File: src/rtl/fir_pkg.sv
// Shared definitions for the FIR engine: default geometry, FSM encoding and
// the output saturation helper. The wishbone slave imports N and DATA_WIDTH
// from here so both sides agree on the bank size and bus width.
package fir_pkg;

  localparam int FIR_N          = 4;
  localparam int FIR_DATA_WIDTH = 16;
  localparam int FIR_FRAC_BITS  = 15;

  // Wide intermediate used by the saturation helper; any accumulator
  // narrower than this is sign-extended into it before clamping.
  localparam int SAT_IN_W = 64;

  typedef enum logic [1:0] {
    ST_IDLE = 2'd0,
    ST_MAC  = 2'd1,
    ST_OUT  = 2'd2
  } fir_state_e;

  // Clamp a signed value to the signed DATA_WIDTH range.
  function automatic logic [FIR_DATA_WIDTH-1:0] sat_dw(input logic signed [SAT_IN_W-1:0] v);
    logic signed [SAT_IN_W-1:0] hi;
    logic signed [SAT_IN_W-1:0] lo;
    hi = (64'sd1 <<< (FIR_DATA_WIDTH - 1)) - 64'sd1;
    lo = -(64'sd1 <<< (FIR_DATA_WIDTH - 1));
    if (v > hi) begin
      sat_dw = hi[FIR_DATA_WIDTH-1:0];
    end else if (v < lo) begin
      sat_dw = lo[FIR_DATA_WIDTH-1:0];
    end else begin
      sat_dw = v[FIR_DATA_WIDTH-1:0];
    end
  endfunction

endpackage

File: src/rtl/fir_mac_unit.sv
// Shared signed multiply-accumulate datapath. Holds only the accumulator;
// sequencing (clear / enable) comes from the owning FSM. The rounded and
// saturated view of the accumulator is presented combinationally so the
// owner can capture it in the cycle after the last tap.
module fir_mac_unit
  import fir_pkg::*;
#(
  parameter int DATA_WIDTH = FIR_DATA_WIDTH,
  parameter int FRAC_BITS  = FIR_FRAC_BITS,
  parameter int ACC_WIDTH  = 2*FIR_DATA_WIDTH + 3
) (
  input  logic                         clk_i,
  input  logic                         rst_i,
  input  logic                         clr_i,
  input  logic                         en_i,
  input  logic signed [DATA_WIDTH-1:0] a_i,
  input  logic signed [DATA_WIDTH-1:0] b_i,
  output logic        [DATA_WIDTH-1:0] res_o
);

  localparam int PROD_W = 2 * DATA_WIDTH;
  localparam logic signed [ACC_WIDTH-1:0] RND_CONST = ACC_WIDTH'(1) << (FRAC_BITS - 1);

  logic signed [PROD_W-1:0]    prod;
  logic signed [ACC_WIDTH-1:0] prod_ext;
  logic signed [ACC_WIDTH-1:0] acc_d, acc_q;
  logic signed [ACC_WIDTH-1:0] acc_rnd;
  logic signed [ACC_WIDTH-1:0] acc_shr;
  logic signed [SAT_IN_W-1:0]  acc_wide;

  // Full-precision signed product, sign-extended to the accumulator width.
  always_comb begin
    prod     = a_i * b_i;
    prod_ext = {{(ACC_WIDTH - PROD_W){prod[PROD_W-1]}}, prod};
  end

  // Accumulator next value: clear wins over accumulate.
  always_comb begin
    acc_d = acc_q;
    if (clr_i) begin
      acc_d = '0;
    end else if (en_i) begin
      acc_d = acc_q + prod_ext;
    end
  end

  // Accumulator register.
  always_ff @(posedge clk_i) begin
    if (rst_i) begin
      acc_q <= '0;
    end else begin
      acc_q <= acc_d;
    end
  end

  // Round half up at the binary point, then clamp to the output range.
  always_comb begin
    acc_rnd  = acc_q + RND_CONST;
    acc_shr  = acc_rnd >>> FRAC_BITS;
    acc_wide = {{(SAT_IN_W - ACC_WIDTH){acc_shr[ACC_WIDTH-1]}}, acc_shr};
    res_o    = sat_dw(acc_wide);
  end

endmodule

File: src/rtl/fir_mac_core.sv
// Time-multiplexed N-tap FIR: coefficient bank, sample delay line and a
// three-state sequencer driving one shared MAC. One tap per clock.
//
// Sample handshake: valid is a single-cycle strobe with no back-pressure.
// The core accepts it only in IDLE (busy low); any valid seen while busy is
// high (MAC or OUT) is discarded and latches the sticky overrun flag.
module fir_mac_core
  import fir_pkg::*;
#(
  parameter int N          = FIR_N,
  parameter int DATA_WIDTH = FIR_DATA_WIDTH,
  parameter int FRAC_BITS  = FIR_FRAC_BITS,
  parameter int ACC_WIDTH  = 2*DATA_WIDTH + $clog2(N) + 1
) (
  input  logic                  clk_i,
  input  logic                  rst_i,
  input  logic                  we_coeff,
  input  logic [3:0]            addr_coeff,
  input  logic [DATA_WIDTH-1:0] data_coeff_i,
  output logic [DATA_WIDTH-1:0] data_coeff_o,
  input  logic                  valid,
  input  logic [DATA_WIDTH-1:0] sample,
  output logic [DATA_WIDTH-1:0] result,
  output logic                  result_valid,
  output logic                  busy,
  output logic                  overrun,
  output fir_state_e            dbg_state_o
);

  localparam int TAP_W = (N > 1) ? $clog2(N) : 1;
  localparam logic [TAP_W-1:0] LAST_TAP = TAP_W'(N - 1);

  fir_state_e            state_q, state_d;
  logic [DATA_WIDTH-1:0] coeff_q [N];
  logic [DATA_WIDTH-1:0] coeff_d [N];
  logic [DATA_WIDTH-1:0] delay_q [N];
  logic [DATA_WIDTH-1:0] delay_d [N];
  logic [TAP_W-1:0]      tap_q, tap_d;
  logic [DATA_WIDTH-1:0] result_q, result_d;
  logic                  result_valid_q, result_valid_d;
  logic                  busy_q, busy_d;
  logic                  overrun_q, overrun_d;

  logic                  start, mac_en, finish, drop;
  logic                  addr_in_range;
  logic [TAP_W-1:0]      addr_idx;
  logic [DATA_WIDTH-1:0] mac_a, mac_b, mac_res;

  // Address decode shared by the write port and the combinational read port.
  always_comb begin
    addr_in_range = int'(addr_coeff) < N;
    addr_idx      = addr_coeff[TAP_W-1:0];
    data_coeff_o  = addr_in_range ? coeff_q[addr_idx] : '0;
  end

  // FSM state register.
  always_ff @(posedge clk_i) begin
    if (rst_i) begin
      state_q <= ST_IDLE;
    end else begin
      state_q <= state_d;
    end
  end

  // FSM next state: accept in IDLE, run N taps, one cycle to publish.
  always_comb begin
    state_d = state_q;
    case (state_q)
      ST_IDLE: if (valid) state_d = ST_MAC;
      ST_MAC:  if (tap_q == LAST_TAP) state_d = ST_OUT;
      ST_OUT:  state_d = ST_IDLE;
      default: state_d = ST_IDLE;
    endcase
  end

  // FSM outputs: per-state control strobes for the datapath.
  always_comb begin
    start  = 1'b0;
    mac_en = 1'b0;
    finish = 1'b0;
    case (state_q)
      ST_IDLE: start  = valid;
      ST_MAC:  mac_en = 1'b1;
      ST_OUT:  finish = 1'b1;
      default: ;
    endcase
    drop = valid && (state_q != ST_IDLE);
  end

  // Datapath next values: coefficient writes are live in every state, the
  // delay line only shifts when a sample is accepted.
  always_comb begin
    coeff_d        = coeff_q;
    delay_d        = delay_q;
    tap_d          = tap_q;
    result_d       = result_q;
    result_valid_d = finish;
    busy_d         = busy_q;
    overrun_d      = overrun_q | drop;
    if (we_coeff && addr_in_range) begin
      coeff_d[addr_idx] = data_coeff_i;
    end
    if (start) begin
      delay_d[0] = sample;
      for (int i = 1; i < N; i++) begin
        delay_d[i] = delay_q[i-1];
      end
      tap_d  = '0;
      busy_d = 1'b1;
    end
    if (mac_en) begin
      tap_d = tap_q + TAP_W'(1);
    end
    if (finish) begin
      result_d = mac_res;
      busy_d   = 1'b0;
    end
  end

  // Datapath registers.
  always_ff @(posedge clk_i) begin
    if (rst_i) begin
      coeff_q        <= '{default: '0};
      delay_q        <= '{default: '0};
      tap_q          <= '0;
      result_q       <= '0;
      result_valid_q <= 1'b0;
      busy_q         <= 1'b0;
      overrun_q      <= 1'b0;
    end else begin
      coeff_q        <= coeff_d;
      delay_q        <= delay_d;
      tap_q          <= tap_d;
      result_q       <= result_d;
      result_valid_q <= result_valid_d;
      busy_q         <= busy_d;
      overrun_q      <= overrun_d;
    end
  end

  // MAC operand select: the tap currently being consumed, coefficient read live.
  always_comb begin
    mac_a = delay_q[tap_q];
    mac_b = coeff_q[tap_q];
  end

  fir_mac_unit #(
    .DATA_WIDTH (DATA_WIDTH),
    .FRAC_BITS  (FRAC_BITS),
    .ACC_WIDTH  (ACC_WIDTH)
  ) u_mac (
    .clk_i (clk_i),
    .rst_i (rst_i),
    .clr_i (start),
    .en_i  (mac_en),
    .a_i   (mac_a),
    .b_i   (mac_b),
    .res_o (mac_res)
  );

  assign result       = result_q;
  assign result_valid = result_valid_q;
  assign busy         = busy_q;
  assign overrun      = overrun_q;
  assign dbg_state_o  = state_q;

endmodule

File: config.mk
export PLATFORM = sky130hd
export DESIGN_NAME = fir_mac_core
export DESIGN_NICKNAME = d
export VERILOG_FILES = /design/src/rtl/fir_pkg.sv /design/src/rtl/fir_mac_unit.sv /design/src/rtl/fir_mac_core.sv
export SDC_FILE = /design/constraint.sdc
export NUM_CORES = 1
export LEC_CHECK = 0
export CAP_MARGIN = 0
export CORE_MARGIN = 4
export CORE_UTILIZATION = 54
export DETAILED_ROUTE_END_ITERATION = 12
export DONT_BUFFER_PORTS = 1
export GPL_ROUTABILITY_DRIVEN = 0
export PLACE_DENSITY = 0.79
export SETUP_SLACK_MARGIN = 0.02
export SYNTH_ARGS = -nofsm -noshare
export SYNTH_HDL_FRONTEND = slang
export SYNTH_SLANG_ARGS = --single-unit
export TNS_END_PERCENT = 5
File: constraint.sdc
create_clock -name clk_i -period 18.8 [get_ports clk_i]
set_clock_uncertainty 0.15 [all_clocks]
set_input_delay 3.76 -clock clk_i [delete_from_list [all_inputs] [get_ports clk_i]]
set_output_delay 3.76 -clock clk_i [all_outputs]
set_load 0.1 [all_outputs]
# --- Word level (Yosys, flattened, before mapping) ---
# Index checks and enable logic that the tools add are counted.
# Widths: inputs -> output; s select.
totals:
  mem_bits_rw: 0
  rom_bits: 0
  n_memories: 0
  elab_cells: 65
  latchBits: 0
  out_inout_bits: 37
  regBits: 186
classes:
  n_mux: 23
  n_eq_ne: 5
  n_shift: 0
  n_addsub: 3
  reduce_logical: 9
  mul: 1
  bitwise_logic: 3
  div: 0
  magnitude_cmp: 6
ops:
  columns: ["cell", "n"]
  rows:
  - ["$mux 16", 10]
  - ["$bmux 16 s2", 3]
  - ["$bwmux 64", 1]
  - ["$add 35x16->35 const B", 1]
  - ["$add 35x32->35", 1]
  - ["$demux 16 s2", 1]
  - ["$mul 16x16->32", 1]
  - ["$gt 20x16->1 const B", 1]
  - ["$lt 20x16->1 const B", 1]
  - ["$mux 2", 4]
  - ["$ge 3x3->1 const B", 2]
  - ["$not 2->3", 2]
  - ["$eq 2x2->1 const B", 2]
  - ["$lt 4x3->1 const B", 1]
  - ["$ne 2x2->1 const B", 2]
  - ["$pmux 2 s2", 1]
  - ["$reduce_bool 2->1", 2]
  - ["$reduce_or 2->1", 2]
  - ["$logic_and 1x1->1", 3]
  - ["$lt 3x1->1 const B", 1]
  - ["$mux 1", 3]
  - ["$add 2x1->2 const B", 1]
  - ["$eq 2x1->1 const B", 1]
  - ["$logic_not 2->1", 1]
  - ["other kinds (2)", 2]

# --- Logic depth before layout (Yosys ltp) ---
depth:
  word_depth: 6
  depth_mapped: 27

# --- Cells and area by module ---
# A second synthesis with hierarchy kept.
hier_totals:
  cells_unflattened: 2089
  area_unflattened_um2: 19896.6
modules_own_cells:
  columns: ["module", "cells_per_inst", "instances", "seq_area_each_um2", "area_per_inst_um2"]
  rows:
  - ["fir_mac_unit", 1437, 1, 700.7, 13123.8]
  - ["fir_mac_core", 652, 1, 3022.9, 6772.7]

# --- Least setup slack after synthesis ---
# Ideal clock, no wire load.
synth_timing:
  path_kind: "input port to output port"
  start: "input addr_coeff[1]"
  end: "output data_coeff_o[5]"
  cell_stages: 4
  arrival_time_ns: 5.404
  slack_ns: 9.486
  cell_sequence: "buf_1 buf_1 mux4_2 and2_1"
synth_between:
  elab_chain_len: 5
  elab_cells_between_ends: 6
  classes_between: "order compare: 1; mux: 4; bitwise: 1"
synth_lines:
  columns: ["item", "line", "text"]
  rows:
  - ["start: declaration", "fir_mac_core.sv:18", "input logic [3:0] addr_coeff,"]
  - ["$not 2->3 (not written as such)", "fir_mac_core.sv:53", "data_coeff_o = addr_in_range ? coeff_q[addr_idx] : '0;"]
  - ["$bmux 16 s2", "fir_mac_core.sv:53", null]
  - ["$mux 16 (not written as such) (2 in a row)", "fir_mac_core.sv:53", null]
  - ["$mux 16 (*)", "fir_mac_core.sv:53", null]
  - ["end: declaration", "fir_mac_core.sv:20", "output logic [DATA_WIDTH-1:0] data_coeff_o,"]
# Every way passes the cells marked *; elsewhere a longest branch is shown, timed or not. The select of a mux whose other input is x is not followed.

# --- Final worst setup path ---
layout_timing:
  start: "input addr_coeff[2]"
  end: "output data_coeff_o[6]"
layout_between:
  elab_chain_len: 2
layout_lines:
  columns: ["item", "line", "text"]
  rows:
  - ["$lt 4x3->1", "fir_mac_core.sv:51", "addr_in_range = int'(addr_coeff) < N;"]
  - ["$mux 16", "fir_mac_core.sv:53", null]
# No other way between the ends.

==> results <==
- The worst setup path is launched from a primary input.
- The yosys synthesis warning count is 0.
- In this run the cell area of the synthesized design comes to 19,400 sq um.
- The share of synthesized registers carrying an async set or reset is 0%.
- Counting along the longest clock path gives a buffer depth of 2.
- The count of input and output buffers is 0.
- Clock tree synthesis selected as its root buffer the cell clkbuf_16.
- In the final routed layout, each cell accounts on average for 17.6 microns.
- Setup slack on the worst reg-to-reg path comes out at 10.66 ns.
- The number of global-route vias before repair is 15,816.
- The max-slew violation count is 0.
- The worst-path cell with the longest stage delay is and2_1.
- After the first detailed-routing iteration, the DRC count stood at 1,039.
- The slew at the pin with the worst max-slew slack is 1.27 ns.
- The data arrival at the endpoint of the critical path is 5.47 ns.
- The tightest hold path in the finished design has a slack of 0.304 ns.
- The maximum clock frequency is 107 MHz.
- The design draws 0.956 mW.
- With fillers left out, the area of the finished cells amounts to 20,300 sq um.
- The residual antenna-violating net count after detailed routing is 0.
- The final setup TNS is 0 ns.
- Traced cell by cell, the critical path runs through nor2_1 -> and2_1.
- The number of nets produced by synthesis is 2,615.
- Counting flops with a built-in enable in the synthesized netlist gives 0.
- The total congestion overflow is 0.
- For hold timing, the worst endpoint is delay_q[10].
- The headroom to the max-slew limit is between 15 and 20%.
- The total of hold buffers inserted after clock tree synthesis is 0.
- For this configuration, the core starts out at a cell density of 54.7%.
- The family with the most delay on the worst path is simple AND/OR/NAND/NOR gates.
- In this run the cell area measured after placement is 19,700 sq um.
- The logic depth of the worst register-to-register path is 23.
- The sum of routed wire length over all layers is 45.1 mm.
- The first-pass GRT wire length is around 77 mm.
- The cell count after synthesis is between 2,000 and 2,500.
- 0 antenna diodes ended up in the layout.
- The category of the most critical setup path is in -> out.
- Setup violations remaining at the end of the flow were counted as 0.
- Buffers added to address setup during post-CTS repair amount to 0.
- Yosys attributes the largest share of cell area to fa_1, dfxtp_1, nand2_1.
- The routed layout has around 15,000 vias.
- The average instance in the mapped netlist occupies 8.99 sq um.
- Clock tree synthesis inserted a total of 17 buffers.
- The largest fanout on the critical path is 20.
- After filler insertion, the fill cell instance count of the layout stands at 2,985.
- The core region is 35,500 sq um.
- The initial antenna violation count is 0.
- The die covers 39,100 sq um.
- The run finished with clean final reports.
- The post-CTS clock slew at the launch and capture registers of the worst setup and hold paths is around 0.080 ns.
- The launching point of the worst reg2reg path is tap_q[1].
- The post-route netlist has 5.30% of its cells at a drive strength greater than 1.
- The nature of the critical path endpoint is an output pin.
- The worst hold path was traced through 2 stages.
- The number of maximum-capacitance constraint violations is 0.
- The classification of the worst-slack hold path is reg -> reg.
- In the routed design, unresolved DRC markers number 0.
- The leakage power figure is roughly 9.4 nW.
- At the end of the flow, the number of nets in the layout was 2,539.
- The critical path contains buffers and inverters numbering 0 combined.
- The first detailed-routing pass ran for 5 iterations.
- The initialized floorplan defines 69 standard-cell rows.
- Counting every sink on the clock net gives approximately 190.
- The total power divided by cell area is 47.1 nW/um^2.
- The clock tree from TritonCTS is built.
- The depth of the CTS H-tree is 4.
- Across the VDD grid, the largest voltage drop is a little over 0.07 mV.
- By count the netlist is led by nand2_1, inv_1, fa_1.
- After synthesis, the netlist uses 61 different library cells.
- In the final layout, the multi-input gates occupy 14,000 sq um.
- After detailed routing, the number of vias per cell comes to 5.71.
- The worst register-to-register path ends at u_mac.acc_q[29].
- The final worst-path cycle share is about half.
- Measured along the y axis, the die boundary spans ~200 microns.
- The wire-length estimate of the detail-placed layout is 34.4 mm.
- Entering global routing, the biggest net connects 138 pins.
- From left edge to right edge, the die measures approximately 200 microns.
- Setup repair after global routing left no endpoint under its margin.
- The clock network latency to the later pin of the worst-skew pair is 0.47 ns.
- Global routing used around 24% of the available tracks across all layers.
- The I/O pin count is 77.
- The number of hold violations in the final report is 0.
- On the worst path, the slowest cell contributes a delay of around 0.91 ns.
- The share of synthesized area in the top cell type comes to 32.0%.
- The library cell with the largest summed area after synthesis is fa_1.
- The most instantiated library cell after synthesis is nand2_1.
- The shortest period the worst path allows is 9.38 ns.
- Synthesis inferred 186 register bits.
- The number of gates resized after CTS was 0.
- Compared with the post-synthesis result, the final layout area differs by 4.49%.
- The launch point of the worst hold path is delay_q[10].
- STA puts the critical path data required time at around 15 ns.
- The primary flip-flop cell chosen by synthesis mapping is dfxtp_1.
- Sequential cells were found to cover a little under a fifth of the synthesized design area.
- The flip-flop and latch area is between 3000 and 4000 sq um.
[how the worst max path moves through the flow]
stage | start | to | slack, ns | cells past startpoint
2_1_floorplan | addr_coeff[1] | data_coeff_o[5] | 9.49 | 4
3_5_place_dp | addr_coeff[2] | data_coeff_o[4] | 9.42 | 2
6_report | addr_coeff[2] | data_coeff_o[6] | 9.42 | 2
5_1_grt | addr_coeff[2] | data_coeff_o[7] | 9.27 | 2
4_1_cts | addr_coeff[2] | data_coeff_o[6] | 9.41 | 2
3_3_place_gp | addr_coeff[2] | data_coeff_o[9] | 9.48 | 2
[area by class of cell]
class | instances | share of cell area (%)
Timing Repair Buffer | 11 | 0.407
Multi-Input combinational cell | 1531 | 69.1
Clock buffer | 18 | 2.16
Clock inverter | 13 | 0.863
Tap cell | 461 | 2.84
Sequential cell | 186 | 18.4
Inverter | 336 | 6.22
[metal layers]
layer,vias to the layer above,global-route usage (%),routed length [microns]
li1,6590,-,-
met1,7323,28.2,16300
met2,525,44.4,23900
met3,153,3.97,2630
met4,0,11.2,2220
met5,-,0,0
[metrics by stage]
step,cells,worst slack [ns],util [%]
after global routing,2556,9.27,57.2
after global placement,2525,9.48,55.4
after detailed placement,2525,9.42,55.4
after CTS,2556,9.41,57.2
after floorplan,2159,9.49,-
final,2556,9.42,57.2
[cell usage in the layout (no fill, tap or decap), drive strengths merged, types with 3 or more instances in the layout]
cell type and count:
nand2b 14, inv 343, fa 310, o21ai 26, nor2 56, clkinv 4, ha 106, o41ai 3
and3 5, nor3b 3, a211oi 5, a31oi 3, o31ai 3, a22oi 14, nand2 466, o21bai 3
xor2 18, clkbuf 18, buf 11, or3 5, and2 137, o21a 5, nand4 11, and4 3
nor2b 4, nor3 9, mux4 47, a22o 3, a21o 15, dfxtp 186, nand3 24, o211ai 5
xnor2 30, a21oi 177
[flip-flops by register name, indices dropped and copies added (netlist names)]
| signal | cells |
|---|---|
| coeff_q | 64 |
| result | 16 |
| delay_q | 64 |
| overrun | 1 |
| tap_q | 2 |
| result_valid | 1 |
| busy | 1 |
| u_mac.acc_q | 35 |
| dbg_state_o | 2 |
[cells by family after synthesis]
| family | count (synthesis) | synth area share (%) |
|---|---|---|
| AND/OR/NAND/NOR | 745 | 17.2 |
| buffers and inverters | 442 | 8.63 |
| adder cells (fa/ha/maj) | 416 | 38.8 |
| AO/OA/AOI/OAI | 272 | 8.34 |
| flip-flops | 186 | 19.2 |
| multiplexers | 50 | 5.61 |
| XOR/XNOR | 48 | 2.20 |
[report_power, final]
part	switching, mW	internal, mW
Sequential	0.0127	0.402
Combinational	0.0990	0.0558
Clock	0.181	0.205
No activity file was read; power rests on OpenSTA's default activity.
